**src/rtl/cpu_pkg.sv**
```systemverilog
// Shared types and helpers for the CPU control path: FSM encoding,
// forward-select codes and a saturating counter increment.
package cpu_pkg;

  localparam int RW = 5;

  typedef enum logic [1:0] {
    ST_RUN   = 2'b00,
    ST_DRAIN = 2'b01,
    ST_HALT  = 2'b10
  } state_t;

  localparam logic [1:0] FWD_RF  = 2'b00;
  localparam logic [1:0] FWD_MEM = 2'b10;
  localparam logic [1:0] FWD_WB  = 2'b01;

  // Counters of any width up to 64 bits share this; max is the all-ones value of that width.
  function automatic logic [63:0] sat_inc(input logic [63:0] value, input logic [63:0] max);
    if (value >= max) begin
      return max;
    end else begin
      return value + 64'd1;
    end
  endfunction

endpackage

```
**src/rtl/pipe_hazard_ctrl_fwd_sel.sv**
```systemverilog
// Operand forwarding select for one EX source: MEM result beats WB result,
// and register 0 never forwards.
module fwd_sel
  import cpu_pkg::*;
#(
  parameter int RW = cpu_pkg::RW
) (
  input  logic [RW-1:0] src,
  input  logic [RW-1:0] mem_rd,
  input  logic          mem_regwrite,
  input  logic [RW-1:0] wb_rd,
  input  logic          wb_regwrite,
  output logic [1:0]    sel
);

  // Priority match against the in-flight destinations
  always_comb begin
    sel = FWD_RF;
    if (mem_regwrite && (mem_rd != {RW{1'b0}}) && (mem_rd == src)) begin
      sel = FWD_MEM;
    end else if (wb_regwrite && (wb_rd != {RW{1'b0}}) && (wb_rd == src)) begin
      sel = FWD_WB;
    end else begin
      sel = FWD_RF;
    end
  end

endmodule

```
**src/rtl/pipe_hazard_ctrl.sv**
```systemverilog
// Hazard and run-control unit: stall/flush/forward decisions, halt drain
// sequencing with button restart, and saturating performance counters.
module pipe_hazard_ctrl
  import cpu_pkg::*;
#(
  parameter int RW = cpu_pkg::RW,
  parameter int CW = 32,
  parameter int SW = 16
) (
  input  logic          clk,
  input  logic          RST,
  input  logic [RW-1:0] id_rs,
  input  logic [RW-1:0] id_rt,
  input  logic          id_rs_used,
  input  logic          id_rt_used,
  input  logic          id_halt,
  input  logic [RW-1:0] ex_rs,
  input  logic [RW-1:0] ex_rt,
  input  logic [RW-1:0] ex_rd,
  input  logic          ex_regwrite,
  input  logic          ex_memread,
  input  logic          ex_redirect,
  input  logic [RW-1:0] mem_rd,
  input  logic          mem_regwrite,
  input  logic [RW-1:0] wb_rd,
  input  logic          wb_regwrite,
  input  logic          wb_halt,
  input  logic          run_go,
  output logic          pc_stall,
  output logic          ifid_stall,
  output logic          ifid_flush,
  output logic          idex_flush,
  output logic [1:0]    fwd_a,
  output logic [1:0]    fwd_b,
  output logic          pipe_en,
  output logic          halted,
  output logic [CW-1:0] cycle_cnt,
  output logic [SW-1:0] stall_cnt,
  output logic [SW-1:0] flush_cnt
);

  localparam logic [63:0] CMAX = 64'({CW{1'b1}});
  localparam logic [63:0] SMAX = 64'({SW{1'b1}});

  state_t state_r;
  logic   lu_s;
  logic   stall_ev_s;
  logic   flush_ev_s;

  // Load-use: the EX load's destination is a source the ID instruction really reads
  always_comb begin
    lu_s = ex_memread && ex_regwrite && (ex_rd != {RW{1'b0}}) &&
           ((id_rs_used && (ex_rd == id_rs)) || (id_rt_used && (ex_rd == id_rt)));
  end

  // Per-state stall/flush decode; redirect squashes ID so it outranks load-use and halt
  always_comb begin
    pc_stall   = 1'b0;
    ifid_stall = 1'b0;
    ifid_flush = 1'b0;
    idex_flush = 1'b0;
    case (state_r)
      ST_RUN: begin
        if (ex_redirect) begin
          ifid_flush = 1'b1;
          idex_flush = 1'b1;
        end else if (lu_s) begin
          pc_stall   = 1'b1;
          ifid_stall = 1'b1;
          idex_flush = 1'b1;
        end else if (id_halt) begin
          pc_stall   = 1'b1;
          ifid_flush = 1'b1;
        end else begin
          pc_stall   = 1'b0;
        end
      end
      ST_DRAIN: begin
        pc_stall   = 1'b1;
        ifid_flush = 1'b1;
        idex_flush = ex_redirect;
      end
      ST_HALT: begin
        pc_stall   = 1'b1;
      end
      default: begin
        pc_stall   = 1'b0;
      end
    endcase
  end

  // Counted events only occur in RUN; a redirect while draining is not counted
  always_comb begin
    stall_ev_s = (state_r == ST_RUN) && !ex_redirect && lu_s;
    flush_ev_s = (state_r == ST_RUN) && ex_redirect;
  end

  fwd_sel #(.RW(RW)) u_fwd_a (
    .src(ex_rs), .mem_rd(mem_rd), .mem_regwrite(mem_regwrite),
    .wb_rd(wb_rd), .wb_regwrite(wb_regwrite), .sel(fwd_a)
  );

  fwd_sel #(.RW(RW)) u_fwd_b (
    .src(ex_rt), .mem_rd(mem_rd), .mem_regwrite(mem_regwrite),
    .wb_rd(wb_rd), .wb_regwrite(wb_regwrite), .sel(fwd_b)
  );

  // Run-control FSM with registered pipe_en/halted
  always_ff @(posedge clk) begin
    if (RST) begin
      state_r <= ST_RUN;
      pipe_en <= 1'b1;
      halted  <= 1'b0;
    end else begin
      case (state_r)
        ST_RUN: begin
          if (!ex_redirect && !lu_s && id_halt) begin
            state_r <= ST_DRAIN;
          end
        end
        ST_DRAIN: begin
          if (wb_halt) begin
            state_r <= ST_HALT;
            pipe_en <= 1'b0;
            halted  <= 1'b1;
          end
        end
        ST_HALT: begin
          if (run_go) begin
            state_r <= ST_RUN;
            pipe_en <= 1'b1;
            halted  <= 1'b0;
          end
        end
        default: begin
          state_r <= ST_RUN;
          pipe_en <= 1'b1;
          halted  <= 1'b0;
        end
      endcase
    end
  end

  // Saturating performance counters, cleared only by reset
  always_ff @(posedge clk) begin
    if (RST) begin
      cycle_cnt <= {CW{1'b0}};
      stall_cnt <= {SW{1'b0}};
      flush_cnt <= {SW{1'b0}};
    end else begin
      if (state_r != ST_HALT) begin
        cycle_cnt <= CW'(sat_inc(64'(cycle_cnt), CMAX));
      end
      if (stall_ev_s) begin
        stall_cnt <= SW'(sat_inc(64'(stall_cnt), SMAX));
      end
      if (flush_ev_s) begin
        flush_cnt <= SW'(sat_inc(64'(flush_cnt), SMAX));
      end
    end
  end

endmodule

```
**config.mk**
```make
export PLATFORM = sky130hd
export DESIGN_NAME = pipe_hazard_ctrl
export DESIGN_NICKNAME = d
export VERILOG_FILES = /design/src/rtl/cpu_pkg.sv /design/src/rtl/pipe_hazard_ctrl_fwd_sel.sv /design/src/rtl/pipe_hazard_ctrl.sv
export SDC_FILE = /design/constraint.sdc
export NUM_CORES = 1
export LEC_CHECK = 0
export ABC_AREA = 0
export BUFFER_PORTS_ARGS = -buffer_cell sky130_fd_sc_hd__buf_2
export CORE_MARGIN = 4
export CORE_UTILIZATION = 45
export DETAILED_ROUTE_END_ITERATION = 16
export GPL_ROUTABILITY_DRIVEN = 0
export MAX_ROUTING_LAYER = met4
export PLACE_DENSITY_LB_ADDON = 0.12
export SLEW_MARGIN = 20
export SYNTH_ARGS = -nofsm -noshare
export SYNTH_HDL_FRONTEND = slang
export SYNTH_SLANG_ARGS = --single-unit
```
**constraint.sdc**
```tcl
create_clock -name clk -period 4.51 [get_ports clk]
set_input_delay 0.451 -clock clk [delete_from_list [all_inputs] [get_ports clk]]
set_output_delay 0.451 -clock clk [all_outputs]
set_load 0.02 [all_outputs]
```
Word-level counts from Yosys, hierarchy flattened:

Cells that the tools add are included.

* add/subtract/negate cells: 3
* order comparisons: 3
* equal/unequal tests: 12
* multiplexer cells: 29
* bitwise operators: 1
* reductions and logical operators: 26

Operators with widths (number)
* 16-bit by 1-bit adder with 16-bit output, second input constant: 2
* 32-bit by 1-bit adder with 32-bit output, second input constant: 1
* 16-bit greater-or-equal comparator, second input constant: 2
* 32-bit greater-or-equal comparator, second input constant: 1
* 16-bit two-way mux: 2
* 32-bit two-way mux: 1
* 5-bit equality test: 6
* 1-bit logical AND: 16
* 1-bit two-way mux: 15
* 5-bit nonzero test: 3
* 2-bit two-way mux: 5
* 2-bit != test, second input constant: 3
* 1-bit case mux with 2 select lines: 3
* 1-bit case mux with 3 select lines: 2
* 2-bit case mux with 3 select lines: 1
* 3-bit AND reduction: 2
* 2-bit by 1-bit equality test with 1-bit output, second input constant: 1
* 2-bit equality test, second input constant: 1
* 1-bit logical NOT: 2
* 2-bit logical NOT: 1
* 2-bit by 1-bit != test with 1-bit output, second input constant: 1
* 2-bit OR reduction: 1
* 1-bit logical OR: 1
* 1-bit NOT: 1

* register bits: 68
* input bits: 47
* output and inout bits: 74

Longest topological paths before layout:

* depth after elaboration: 9
* mapped depth: 8
* depth with buffers taken out: 8

By module:

From an unflattened synthesis, not the netlist that was laid out.

* cell total of the unflattened synthesis: 452
* area total of the unflattened synthesis: 3793.6 um2

By module, submodules not included
* pipe_hazard_ctrl: instances 1, cells an instance 412, area each 3490.8 um2, seq. area each 1361.3 um2
* fwd_sel: instances 2, cells an instance 20, area each 151.4 um2, seq. area each 0.0 um2

Least setup slack after synthesis:

No wires, ideal clock.

* path kind: input to output
* start point: input mem_rd[1]
* end point: output fwd_a[0]
* data arrival time: 2068 ps
* required time: 4059 ps
* path slack: 1991 ps
* stages on the path: 4
* cells stage by stage: or4_1 o21ai_0 nor4_1 nor4_1

* cells in the longest elaborated chain, start to end: 4

RTL lines
* start, declared: RTL line pipe_hazard_ctrl.sv:23 `input logic [RW-1:0] mem_rd,`
* 5-bit nonzero test: RTL line pipe_hazard_ctrl_fwd_sel.sv:19 `if (mem_regwrite && (mem_rd != {RW{1'b0}}) && (mem_rd == src)) begin`
* 1-bit logical AND: RTL line pipe_hazard_ctrl_fwd_sel.sv:19
* 1-bit logical AND (*): RTL line pipe_hazard_ctrl_fwd_sel.sv:19
* 2-bit two-way mux (*): RTL line pipe_hazard_ctrl_fwd_sel.sv:19
* end, declared: RTL line pipe_hazard_ctrl.sv:33 `output logic [1:0] fwd_a,`

Every way passes the cells marked *; elsewhere a longest branch is shown, timed or not.

Worst setup path in the final report:

* start point: register state_r[1]
* end point: output pc_stall

* cells in the longest elaborated chain, start to end: 3

RTL lines
* start, declared: RTL line pipe_hazard_ctrl.sv:45 `state_t state_r;`
* start signal, assigned: RTL line pipe_hazard_ctrl.sv:111 `state_r <= ST_RUN;`
* start signal, assigned: RTL line pipe_hazard_ctrl.sv:118 `state_r <= ST_DRAIN;`
* start signal, assigned: RTL line pipe_hazard_ctrl.sv:123 `state_r <= ST_HALT;`
* 2-bit equality test or 2-bit by 1-bit equality test with 1-bit output (tied branches): RTL line pipe_hazard_ctrl.sv:62 `case (state_r)`
* 2-bit OR reduction (no line)
* 1-bit case mux with 2 select lines (*): RTL line pipe_hazard_ctrl.sv:62
* end, declared: RTL line pipe_hazard_ctrl.sv:29 `output logic pc_stall,`

Marks and branches as above.

==> results.sh <==
export IMPL_timing_final_crit_period_ns=2.63
export IMPL_clkLatencyLatePin_ns=0.34
export IMPL_detail_route_iter0_violations=115
export IMPL_total_leakage_power_uw=0.00191
export IMPL_biggest_fanout_along_the_worst_timing_path=11
export IMPL_cells_after_synth=437
export IMPL_place_area_um2=4350
export IMPL_grt_busiest_layer="met2"
export IMPL_tritoncts_clock_tree="done"
export IMPL_totalWireLength_um=9040
export IMPL_grtUsageMet2_pct=29.4
export IMPL_synth_yosys_seq_area_share_pct=37.0
export IMPL_clk_root_buffer_cell="clkbuf_8"
export IMPL_slew_headroom_pct=47.2
export IMPL_die_x_um=98.5
export IMPL_gr_total_overflow=0
export IMPL_synth_async_reset_ratio_pct=0
export IMPL_power_density_nw_per_um2=277
export IMPL_worst_ir_drop_vdd_v=0.000126
export IMPL_synth_seq_cells=68
export IMPL_synth_area_per_cell_um2=8.43
export IMPL_via_per_inst=5.34
export IMPL_commonest_register_cell_after_synthesis="dfxtp_1"
export IMPL_port_buffer_count=120
export IMPL_detail_route_wl_per_cell_um=13.7
export IMPL_number_of_synthesized_flops_with_an_enable_pin=0
export IMPL_ios=121
export IMPL_fin_worst_skew_ns=0.00838
export IMPL_final_design_area_no_fill_um2=4550
export IMPL_dp_hpwl_um=6680
export IMPL_grt_util_met3_pct=3.89
export IMPL_yosys_top_cells_area="dfxtp_1, xor2_1, xnor2_1, a21oi_1, nand4_1"
export IMPL_end_kind="output port"
export IMPL_run_status="finished clean"
export IMPL_grt_setup_unrepaired="false"
export IMPL_max_freq_mhz=380
export IMPL_final_max_slew_violation_count=0
export IMPL_final_layout_size_suffix_gt1_share_pct=25.8
export IMPL_report_final_setup_viol=0
export IMPL_detail_route_first_pass_iterations=4
export IMPL_mappedNetlistArea_um2=3680
export IMPL_worstPathArrival_ns=2.18
export IMPL_max_slew_worst_pin_slew_ns=0.790
export IMPL_area_growth_pct=23.6
export IMPL_grt_first_pass_wirelength_um=15400
export IMPL_antenna_found_initial=0
export IMPL_yosysUniqueCellTypes=49
export IMPL_floorplan_rows=32
export IMPL_floorplan_die_area_um2=9700
export IMPL_drt_antenna_violating_nets=0
export IMPL_crit_path_start_kind="flip-flop"
export IMPL_number_of_buffers_on_the_longest_clock_path=2
export IMPL_post_cts_resized=0
export IMPL_cts_htree_levels=3
export IMPL_finish_net_count=607
export IMPL_ys_warn_count=0
export IMPL_mostFrequentLayoutCells="buf_2, dfxtp_1, xor2_1, a21oi_1, nor2_1"
export IMPL_start_util_pct=46.9
export IMPL_grt_use_total_pct=19.3
export IMPL_hold_buffers=0
export IMPL_cts_buffers=9
export IMPL_number_of_global_route_vias_before_repair=3360
export IMPL_cts_setup_buffers=0
export IMPL_synthesis_nets=491
export IMPL_count_of_fill_cells_added_during_filler_insertion=753
export IMPL_worst_setup_hold_path_clk_slew_ns=0.08
export IMPL_multi_input_area_um2=2210
export IMPL_detailroute_via_count=3523
export IMPL_hold_violations=0
export IMPL_required_ns=4.06
export IMPL_layout_cells_most_common="buf_2"
export IMPL_totalNegativeSetupSlack_ns=0
export IMPL_cts_num_sinks=68
export IMPL_antenna_cells_inserted=0
export IMPL_worstHoldPathType="flip-flop to flip-flop"
export IMPL_synth_largest_area_cell="dfxtp_1"
export IMPL_floorplan_die_height_um=98.5
export IMPL_synth_top_cell_area_share_pct=37.0
export IMPL_core_area_um2=7850
export IMPL_fin_total_pwr_uw=1260
export IMPL_cap_violations=0
export IMPL_use_met1_pct=25.6
export IMPL_worst_setup_path_type="flip-flop to output port"
export IMPL_min_period_over_period_pct=58.4
export IMPL_ff_latch_area_um2=1360
export IMPL_grt_start_max_net_pins=44
export IMPL_detail_route_drc_violations=0
==> cell type report <==
cell class                      instances  share of cell area, %
Clock buffer                            9                   2.72
Clock inverter                          7                   1.68
Inverter                               12                  0.990
Multi-Input combinational cell        341                   48.5
Sequential cell                        68                   29.9
Tap cell                              102                   2.80
Timing Repair Buffer                  121                   13.4
==> where the power goes <==
group | leakage (µW) | switching [µW] | internal [µW]
sequential | 0.000549 | 9.33 | 608
combinational | 0.00127 | 80.2 | 57.9
clock | 0.0000958 | 246 | 258
==> Yosys cell counts, types with 7 or more instances <==
master,instances
and4_1,7
xor2_1,41
clkbuf_1,15
a21oi_1,40
o21ai_0,15
a211oi_1,8
nand3_1,24
nor3_1,14
and3_1,13
nand4_1,22
inv_1,12
nor2_1,33
nand2_1,27
nor4_1,7
ha_1,7
xnor2_1,29
dfxtp_1,68
==> worst max-delay path, cell delays in order (launching register included) <==
cell	delay, ns
dfxtp_1	0.35
inv_1	0.09
ha_1	0.29
nor2b_1	0.58
nor2_1	0.08
a211oi_1	0.24
buf_2	0.21
==> per-stage QoR <==
step | worst slack (ns) | hold WS (ns) | util [%] | std cells
finish | 1.88 | 0.506 | 58.0 | 660
floorplan | 1.99 | 0.485 | - | 437
global route | 1.71 | 0.531 | 58.0 | 660
global placement | 1.97 | 0.482 | 55.5 | 644
CTS | 1.87 | 0.505 | 58.0 | 660
detailed placement | 1.95 | 0.484 | 55.5 | 644
==> path summary, 6_finish.rpt <==
check | depth (start not counted) | endpoint | slack (ns) | startpoint
worst min register to register | 2 | cycle_cnt[26] | 0.51 | cycle_cnt[26]
worst max register to register | 7 | stall_cnt[14] | 1.97 | state_r[1]
worst max-delay path | 6 | pc_stall | 1.88 | state_r[1]
worst min-delay path | 2 | cycle_cnt[26] | 0.51 | cycle_cnt[26]
==> logic make-up after synthesis <==
family | after synthesis | synth area share (%)
simple gates | 178 | 26.6
compound gates | 80 | 12.7
xor+xnor | 70 | 16.6
flops | 68 | 37.0
buf+inv | 28 | 3.06
fa+ha+maj | 7 | 2.38
mux | 6 | 1.66
==> flip-flops by register name, summed over array words and instances, names as in the netlist <==
register   cells
stall_cnt     16
state_r        2
pipe_en        1
flush_cnt     16
halted         1
cycle_cnt     32
==> routing by layer <==
metal  up-vias  part of all wire (%)
met2        93                    44
met3        14                   5.6
met5         -                     0
met4         0                   1.7
li1       1807                     -
met1      1609                    48
(Power assumes the default switching activity.)
